<file path="config.mk">
export PLATFORM = sky130hd
export DESIGN_NAME = seq_detector_param_flat
export DESIGN_NICKNAME = d
export VERILOG_FILES = /design/src/rtl/seq_det_pkg.sv /design/src/rtl/seq_detector_param_if.sv /design/src/rtl/seq_det_sat_counter.sv /design/src/rtl/seq_detector_param.sv /design/src/flat_wrapper.sv
export SDC_FILE = /design/constraint.sdc
export NUM_CORES = 1
export LEC_CHECK = 0
export BUFFER_PORTS_ARGS = -buffer_cell sky130_fd_sc_hd__clkbuf_2
export CAP_MARGIN = 10
export CORE_ASPECT_RATIO = 1.2
export CORE_UTILIZATION = 57
export DETAILED_ROUTE_END_ITERATION = 10
export GPL_TIMING_DRIVEN = 0
export PLACE_DENSITY = 0.79
export SLEW_MARGIN = 0
export SYNTH_ARGS = -nofsm -noshare
export SYNTH_HDL_FRONTEND = slang
export SYNTH_SLANG_ARGS = --single-unit
</file>
<file path="constraint.sdc">
create_clock -name clk -period 3.7 [get_ports clk]
set_clock_uncertainty 0.15 [all_clocks]
set_input_delay 0 -clock clk [delete_from_list [all_inputs] [get_ports clk]]
set_output_delay 0 -clock clk [all_outputs]
set_load 0.05 [all_outputs]
</file>
<file path="src/rtl/seq_det_pkg.sv">
// seq_det_pkg: shared state encoding, reset defaults and width helper
// for the serial pattern detector family.
package seq_det_pkg;
    typedef enum logic {RUN = 1'b0, DIS = 1'b1} state_e;
    localparam logic [7:0] DEF_PATTERN = 8'b0000_1011;
    localparam int DEF_LEN = 4;
    localparam bit DEF_OVERLAP = 1'b0;
    function automatic int len_w(input int max_len);
        return $clog2(max_len + 1);
    endfunction
endpackage

</file>
<file path="src/rtl/seq_detector_param_if.sv">
// seq_detector_param_if: serial data, configuration and result signals of
// the parametrised detector.
interface seq_detector_param_if #(
    parameter int MAX_LEN = 8,
    parameter int CNT_W = 8
);
    import seq_det_pkg::*;
    localparam int LEN_W = len_w(MAX_LEN);
    logic x;
    logic x_valid;
    logic cfg_load;
    logic [MAX_LEN-1:0] cfg_pattern;
    logic [LEN_W-1:0] cfg_len;
    logic cfg_overlap;
    logic clr_count;
    logic y;
    logic [CNT_W-1:0] match_count;
    logic cfg_err;
    modport master (
        output x, x_valid, cfg_load, cfg_pattern, cfg_len, cfg_overlap, clr_count,
        input y, match_count, cfg_err
    );
    modport slave (
        input x, x_valid, cfg_load, cfg_pattern, cfg_len, cfg_overlap, clr_count,
        output y, match_count, cfg_err
    );
endinterface

</file>
<file path="src/rtl/seq_det_sat_counter.sv">
// seq_det_sat_counter: W-bit saturating up-counter; clr wins over inc.
module seq_det_sat_counter #(
    parameter int W = 8
) (
    input  logic         clk,
    input  logic         reset_n,
    input  logic         inc,
    input  logic         clr,
    output logic [W-1:0] count
);
    logic [W-1:0] cnt_q, cnt_d;
    always_comb cnt_d = clr ? '0 : (inc && cnt_q != '1) ? cnt_q + 1'b1 : cnt_q;
    always_ff @(posedge clk or negedge reset_n)
        if (!reset_n) cnt_q <= '0;
        else cnt_q <= cnt_d;
    assign count = cnt_q;
endmodule

</file>
<file path="src/rtl/seq_detector_param.sv">
// seq_detector_param: runtime-configurable serial pattern detector with
// overlap control, bit qualifier, saturating match count and config error.
module seq_detector_param #(
    parameter int MAX_LEN = 8,
    parameter int CNT_W = 8,
    parameter logic [MAX_LEN-1:0] DEF_PATTERN = MAX_LEN'(seq_det_pkg::DEF_PATTERN),
    parameter int DEF_LEN = seq_det_pkg::DEF_LEN,
    parameter bit DEF_OVERLAP = seq_det_pkg::DEF_OVERLAP
) (
    input logic clk,
    input logic reset_n,
    seq_detector_param_if.slave s
);
    import seq_det_pkg::*;
    localparam int LEN_W = len_w(MAX_LEN);
    state_e state_q, state_d;
    logic [MAX_LEN-1:0] hist_q, hist_d, pat_q, pat_d, hist_n, mask;
    logic [LEN_W-1:0] len_q, len_d, fill_q, fill_d, fill_n;
    logic ovl_q, ovl_d, y_q, y_d, err_q, err_d;
    logic legal, load_ok, accept, match;
    always_comb begin
        legal = s.cfg_len != '0 && s.cfg_len <= LEN_W'(MAX_LEN);
        load_ok = s.cfg_load && legal;
        accept = s.x_valid && state_q == RUN && !s.cfg_load;
        hist_n = {hist_q[MAX_LEN-2:0], s.x};
        fill_n = (fill_q == LEN_W'(MAX_LEN)) ? fill_q : fill_q + 1'b1;
        // Only the low len bits of history take part in the compare.
        mask = {MAX_LEN{1'b1}} >> (LEN_W'(MAX_LEN) - len_q);
        match = accept && fill_n >= len_q && ((hist_n ^ pat_q) & mask) == '0;
        state_d = s.cfg_load ? (legal ? RUN : DIS) : state_q;
        err_d = err_q | (s.cfg_load & ~legal);
        pat_d = load_ok ? s.cfg_pattern : pat_q;
        len_d = load_ok ? s.cfg_len : len_q;
        ovl_d = load_ok ? s.cfg_overlap : ovl_q;
        hist_d = load_ok ? '0 : accept ? hist_n : hist_q;
        fill_d = load_ok ? '0 : !accept ? fill_q : (match && !ovl_q) ? '0 : fill_n;
        y_d = match;
    end
    always_ff @(posedge clk or negedge reset_n)
        if (!reset_n) begin
            state_q <= RUN;
            hist_q <= '0;
            fill_q <= '0;
            pat_q <= DEF_PATTERN;
            len_q <= LEN_W'(DEF_LEN);
            ovl_q <= DEF_OVERLAP;
            y_q <= 1'b0;
            err_q <= 1'b0;
        end else begin
            state_q <= state_d;
            hist_q <= hist_d;
            fill_q <= fill_d;
            pat_q <= pat_d;
            len_q <= len_d;
            ovl_q <= ovl_d;
            y_q <= y_d;
            err_q <= err_d;
        end
    seq_det_sat_counter #(.W(CNT_W)) u_cnt (
        .clk(clk),
        .reset_n(reset_n),
        .inc(match),
        .clr(s.clr_count),
        .count(s.match_count)
    );
    assign s.y = y_q;
    assign s.cfg_err = err_q;
endmodule

</file>
<file path="src/flat_wrapper.sv">
// flat-port wrapper written by rule: the top's interface ports become plain ports
module seq_detector_param_flat import seq_det_pkg::*;
#(
    parameter int MAX_LEN = 8,
    parameter int CNT_W = 8,
    parameter logic [MAX_LEN-1:0] DEF_PATTERN = MAX_LEN'(seq_det_pkg::DEF_PATTERN),
    parameter int DEF_LEN = seq_det_pkg::DEF_LEN,
    parameter bit DEF_OVERLAP = seq_det_pkg::DEF_OVERLAP
)
  (clk, reset_n, s_x, s_x_valid, s_cfg_load, s_cfg_pattern, s_cfg_len, s_cfg_overlap, s_clr_count, s_y, s_match_count, s_cfg_err);
  seq_detector_param_if #(.MAX_LEN(MAX_LEN), .CNT_W(CNT_W)) s_i ();
  input logic clk;
  input logic reset_n;
  input wire logic [$bits(s_i.x)-1:0] s_x;
  input wire logic [$bits(s_i.x_valid)-1:0] s_x_valid;
  input wire logic [$bits(s_i.cfg_load)-1:0] s_cfg_load;
  input wire logic [$bits(s_i.cfg_pattern)-1:0] s_cfg_pattern;
  input wire logic [$bits(s_i.cfg_len)-1:0] s_cfg_len;
  input wire logic [$bits(s_i.cfg_overlap)-1:0] s_cfg_overlap;
  input wire logic [$bits(s_i.clr_count)-1:0] s_clr_count;
  output wire logic [$bits(s_i.y)-1:0] s_y;
  output wire logic [$bits(s_i.match_count)-1:0] s_match_count;
  output wire logic [$bits(s_i.cfg_err)-1:0] s_cfg_err;
  assign s_i.x = s_x;
  assign s_i.x_valid = s_x_valid;
  assign s_i.cfg_load = s_cfg_load;
  assign s_i.cfg_pattern = s_cfg_pattern;
  assign s_i.cfg_len = s_cfg_len;
  assign s_i.cfg_overlap = s_cfg_overlap;
  assign s_i.clr_count = s_clr_count;
  assign s_y = s_i.y;
  assign s_match_count = s_i.match_count;
  assign s_cfg_err = s_i.cfg_err;
  seq_detector_param #(.MAX_LEN(MAX_LEN), .CNT_W(CNT_W), .DEF_PATTERN(DEF_PATTERN), .DEF_LEN(DEF_LEN), .DEF_OVERLAP(DEF_OVERLAP)) u_core (.clk(clk), .reset_n(reset_n), .s(s_i));
endmodule
</file>
==> results.toml <==
[job]
max_cap_viol_count = 0

[timing]
maxSlewViolCount = 0
slew-limit-headroom = 0.299
tightest_slew_ns = 1.05
setup_viol = 0
max_freq_mhz = 346
grt_setup_unrepaired = "false"
finalCritPeriodShare = 0.780
period_needed_ns = 2.89
hold_viol = 0
fin_tns_setup_ns = 0

[power]
internal_power_mw = 0.662
p_leak_nw = 1.17
power_density_nw_per_um2 = 395
comb_power_share = 0.267
sw_frac_of_total = 0.326
vdd_ir_drop_max_mv = 0.293
power_switching_mw = 0.320
power_frac_clock = 0.269
seqPwrFrac = 0.465

[setup_path]
cp-start-kind = "register"
slowest_stage = "a2111o_1"
path_class = "reg2reg"
worst-path-max-fanout = 7
crit_chain = "inv_1, ha_1, nand2_1, nor2_1, xnor2_1, ha_1, nand2b_1, a2111o_1, nand3_1, nor4b_2, mux2_1"
critPathArrivalTime_ns = 2.90
crit_required_ns = 3.71
cpMostUsedCell = "ha_1"
crit_path_end_kind = "register"
cp_slowest_stage_delay_ns = 0.42

[floorplanning]
start_util = 0.605
rows = 23
die-area_um2 = 3820
die_w_um = 56.6
die_h_um = 67.5
core_um2 = 3370
io_pins = 29

[yosys]
synth_top_family_by_area = "simple AND/OR/NAND/NOR gates"
synth-edff-count = 0
syn_area_um2 = 2040
synth.avg_cell_area_um2 = 10.6
synth-seq-cells = 35
syn_nets = 221
synthTopCellsByCount = "dfrtp_1, mux2_1, nand2_1"
synth_compound_area_frac = 0.0872
yosysMostFrequentCell = "dfrtp_1"
muxShareOfSynthArea = 0.115
ys_types = 39
synth-xor-area-share = 0.0559
yosys-top-cells-area = "dfrtp_1, mux2_1, ha_1"
yosysTopAreaCellShare = 0.381
synth_top_area_cell = "dfrtp_1"
synth-simple-area-share = 0.218
synth-seq-area-share = 0.432
async_reset_ff_frac = 1.00
synth_top_flop_cell = "dfrtp_1"
synthCells = 192
synth_warnings = 0
synth_adder_area_share = 0.0614

[drt]
wirelength_mm = 4.05
wl_per_cell_um = 14.3
vias_per_cell = 5.49
firstDrtPassIters = 4
vias = 1554
drt_iter0_drc = 53
drc_errors = 0
postRouteAntennaNets = 0

[global_route]
grt_pass1_wl_mm = 7.00
grt_pass1_vias = 1561
grt_antenna_before_repair = 0
grt_overflow = 0
grt_max_degree = 36
track_usage = 0.249

[clock_tree]
numClockSinks = 35
postCtsSetupBuffers = 0
cts.reportedPaths.clkPinSlew_ns = 0.06
cts_buffers = 5
cts_root_buffer = "clkbuf_8"
insertion_delay_ns = 0.29
cts_tree = "done"
clockBufferDepth = 2
ctsHtreeMaxLevel = 2
ctsResizeCount = 0

[hold_path]
min_path_type = "in2reg"

[final_layout]
final_nets = 274
n_antenna_cell = 0
seq_area_um2 = 881
syn_to_final_growth_pct = 21.9
n_fill_cell = 258
finalInstanceArea_um2 = 2480
drive_gt1_frac = 0.203
multi_input_area_um2 = 1090

[placed_design]
dp_hpwl_mm = 2.86
portBuffers = 28
placed_cell_area_um2 = 2220
place.gp.congestion = 0.832

[run_status]
status = "completed"
[cells in the final DEF (no fill, tap or decap), types with 2 or more instances in the layout]
master,synthesis,routed
xor2_1,9,9
dfrtp_1,31,31
clkbuf_8,0,5
nor3_1,4,4
a21oi_1,2,2
and3_1,2,2
nand3_1,18,18
nor2b_1,7,7
nand2b_1,3,3
o21ai_1,2,2
nor2_1,11,11
xnor2_1,4,4
nor4_2,5,5
dlygate4sd3_1,0,18
nor4b_2,2,2
clkbuf_2,0,28
mux2_1,19,19
nand4_1,2,2
mux2i_1,2,2
nand2_1,19,19
ha_1,10,10
dfstp_2,4,4
o21ai_0,3,3
clkbuf_1,2,5
o31ai_1,3,3
inv_1,11,11
buf_2,2,2
[sequential cells by signal, summed over array words and instances, names as in the netlist]
register and flops:
u_core.hist_q 7, u_core.len_q 4, u_core.s.y 1, u_core.pat_q 8, u_core.s.cfg_err 1, u_core.u_cnt.count 8
u_core.ovl_q 1, u_core.fill_q 4, u_core.state_q 1
[layer usage]
layer | vias up | wire [um] | track usage
met1 | 739 | 1720 | 0.277
li1 | 786 | - | -
met5 | - | 0 | 0
met2 | 24 | 2140 | 0.454
met3 | 5 | 112 | 0.0575
met4 | 0 | 78 | 0.110
[critical path, delay by kind of cell (launching register included)]
kind / cells / cell delay [ns]
buf+inv: 1 / 0.09
fa+ha+maj: 2 / 0.47
compound gates: 1 / 0.42
simple gates: 5 / 0.67
mux: 1 / 0.33
xor+xnor: 1 / 0.22
flops: 1 / 0.40
[worst paths after layout]
path / to / startpoint / cells past startpoint / slack (ns)
min in group asynchronous: u_core.hist_q[1] / reset_n / 2 / 0.21
max reg2reg: u_core.u_cnt.count[3] / u_core.fill_q[0] / 11 / 0.81
max: u_core.u_cnt.count[3] / u_core.fill_q[0] / 11 / 0.81
max in group asynchronous: u_core.u_cnt.count[3] / reset_n / 2 / 2.65
min: u_core.hist_q[5] / s_x_valid / 4 / 0.06
min reg2reg: u_core.s.cfg_err / u_core.s.cfg_err / 1 / 0.32
[power by group through the flow]
stage | Clock (mW) | Combinational [mW] | Sequential [mW]
final | 0.264 | 0.262 | 0.457
after global routing | 0.285 | 0.292 | 0.462
after floorplan | 0 | 0.189 | 0.458
after global placement | 0 | 0.240 | 0.461
after detailed placement | 0 | 0.249 | 0.463
after CTS | 0.272 | 0.265 | 0.456
[area by class of cell]
cell class,count,area share
Buffer,5,0.00856
Sequential cell,35,0.354
Clock buffer,8,0.0322
Inverter,11,0.0166
Multi-Input combinational cell,141,0.441
Tap cell,37,0.0186
Timing Repair Buffer,46,0.129
[cell families (layout without fill, tap and decap cells)]
kind of cell / count (synthesis) / in the layout
flops: 35 / 35
compound gates: 19 / 19
buf+inv: 16 / 70
mux: 21 / 21
simple gates: 78 / 78
xor+xnor: 13 / 13
fa+ha+maj: 10 / 10
[per-stage QoR]
| step | util | power (mW) | hold WS, ns | cells | worst slack (ns) |
|---|---|---|---|---|---|
| final | 0.738 | 0.982 | 0.0647 | 283 | 0.814 |
| after global routing | 0.738 | 1.04 | 0.113 | 283 | 0.651 |
| after CTS | 0.738 | 0.993 | 0.0560 | 283 | 0.800 |
| after detailed placement | 0.661 | 0.712 | 0.00225 | 257 | 0.816 |
| after global placement | 0.661 | 0.702 | -0.00643 | 257 | 0.880 |
| after floorplan | - | 0.646 | -0.446 | 192 | 1.06 |
[what timing repair did]
action | CTS | global route
hold buffers | 18 | 0
setup endpoints to repair | 0 | 0
hold endpoints to repair | 53 | 0
(Power assumes the default switching activity.)
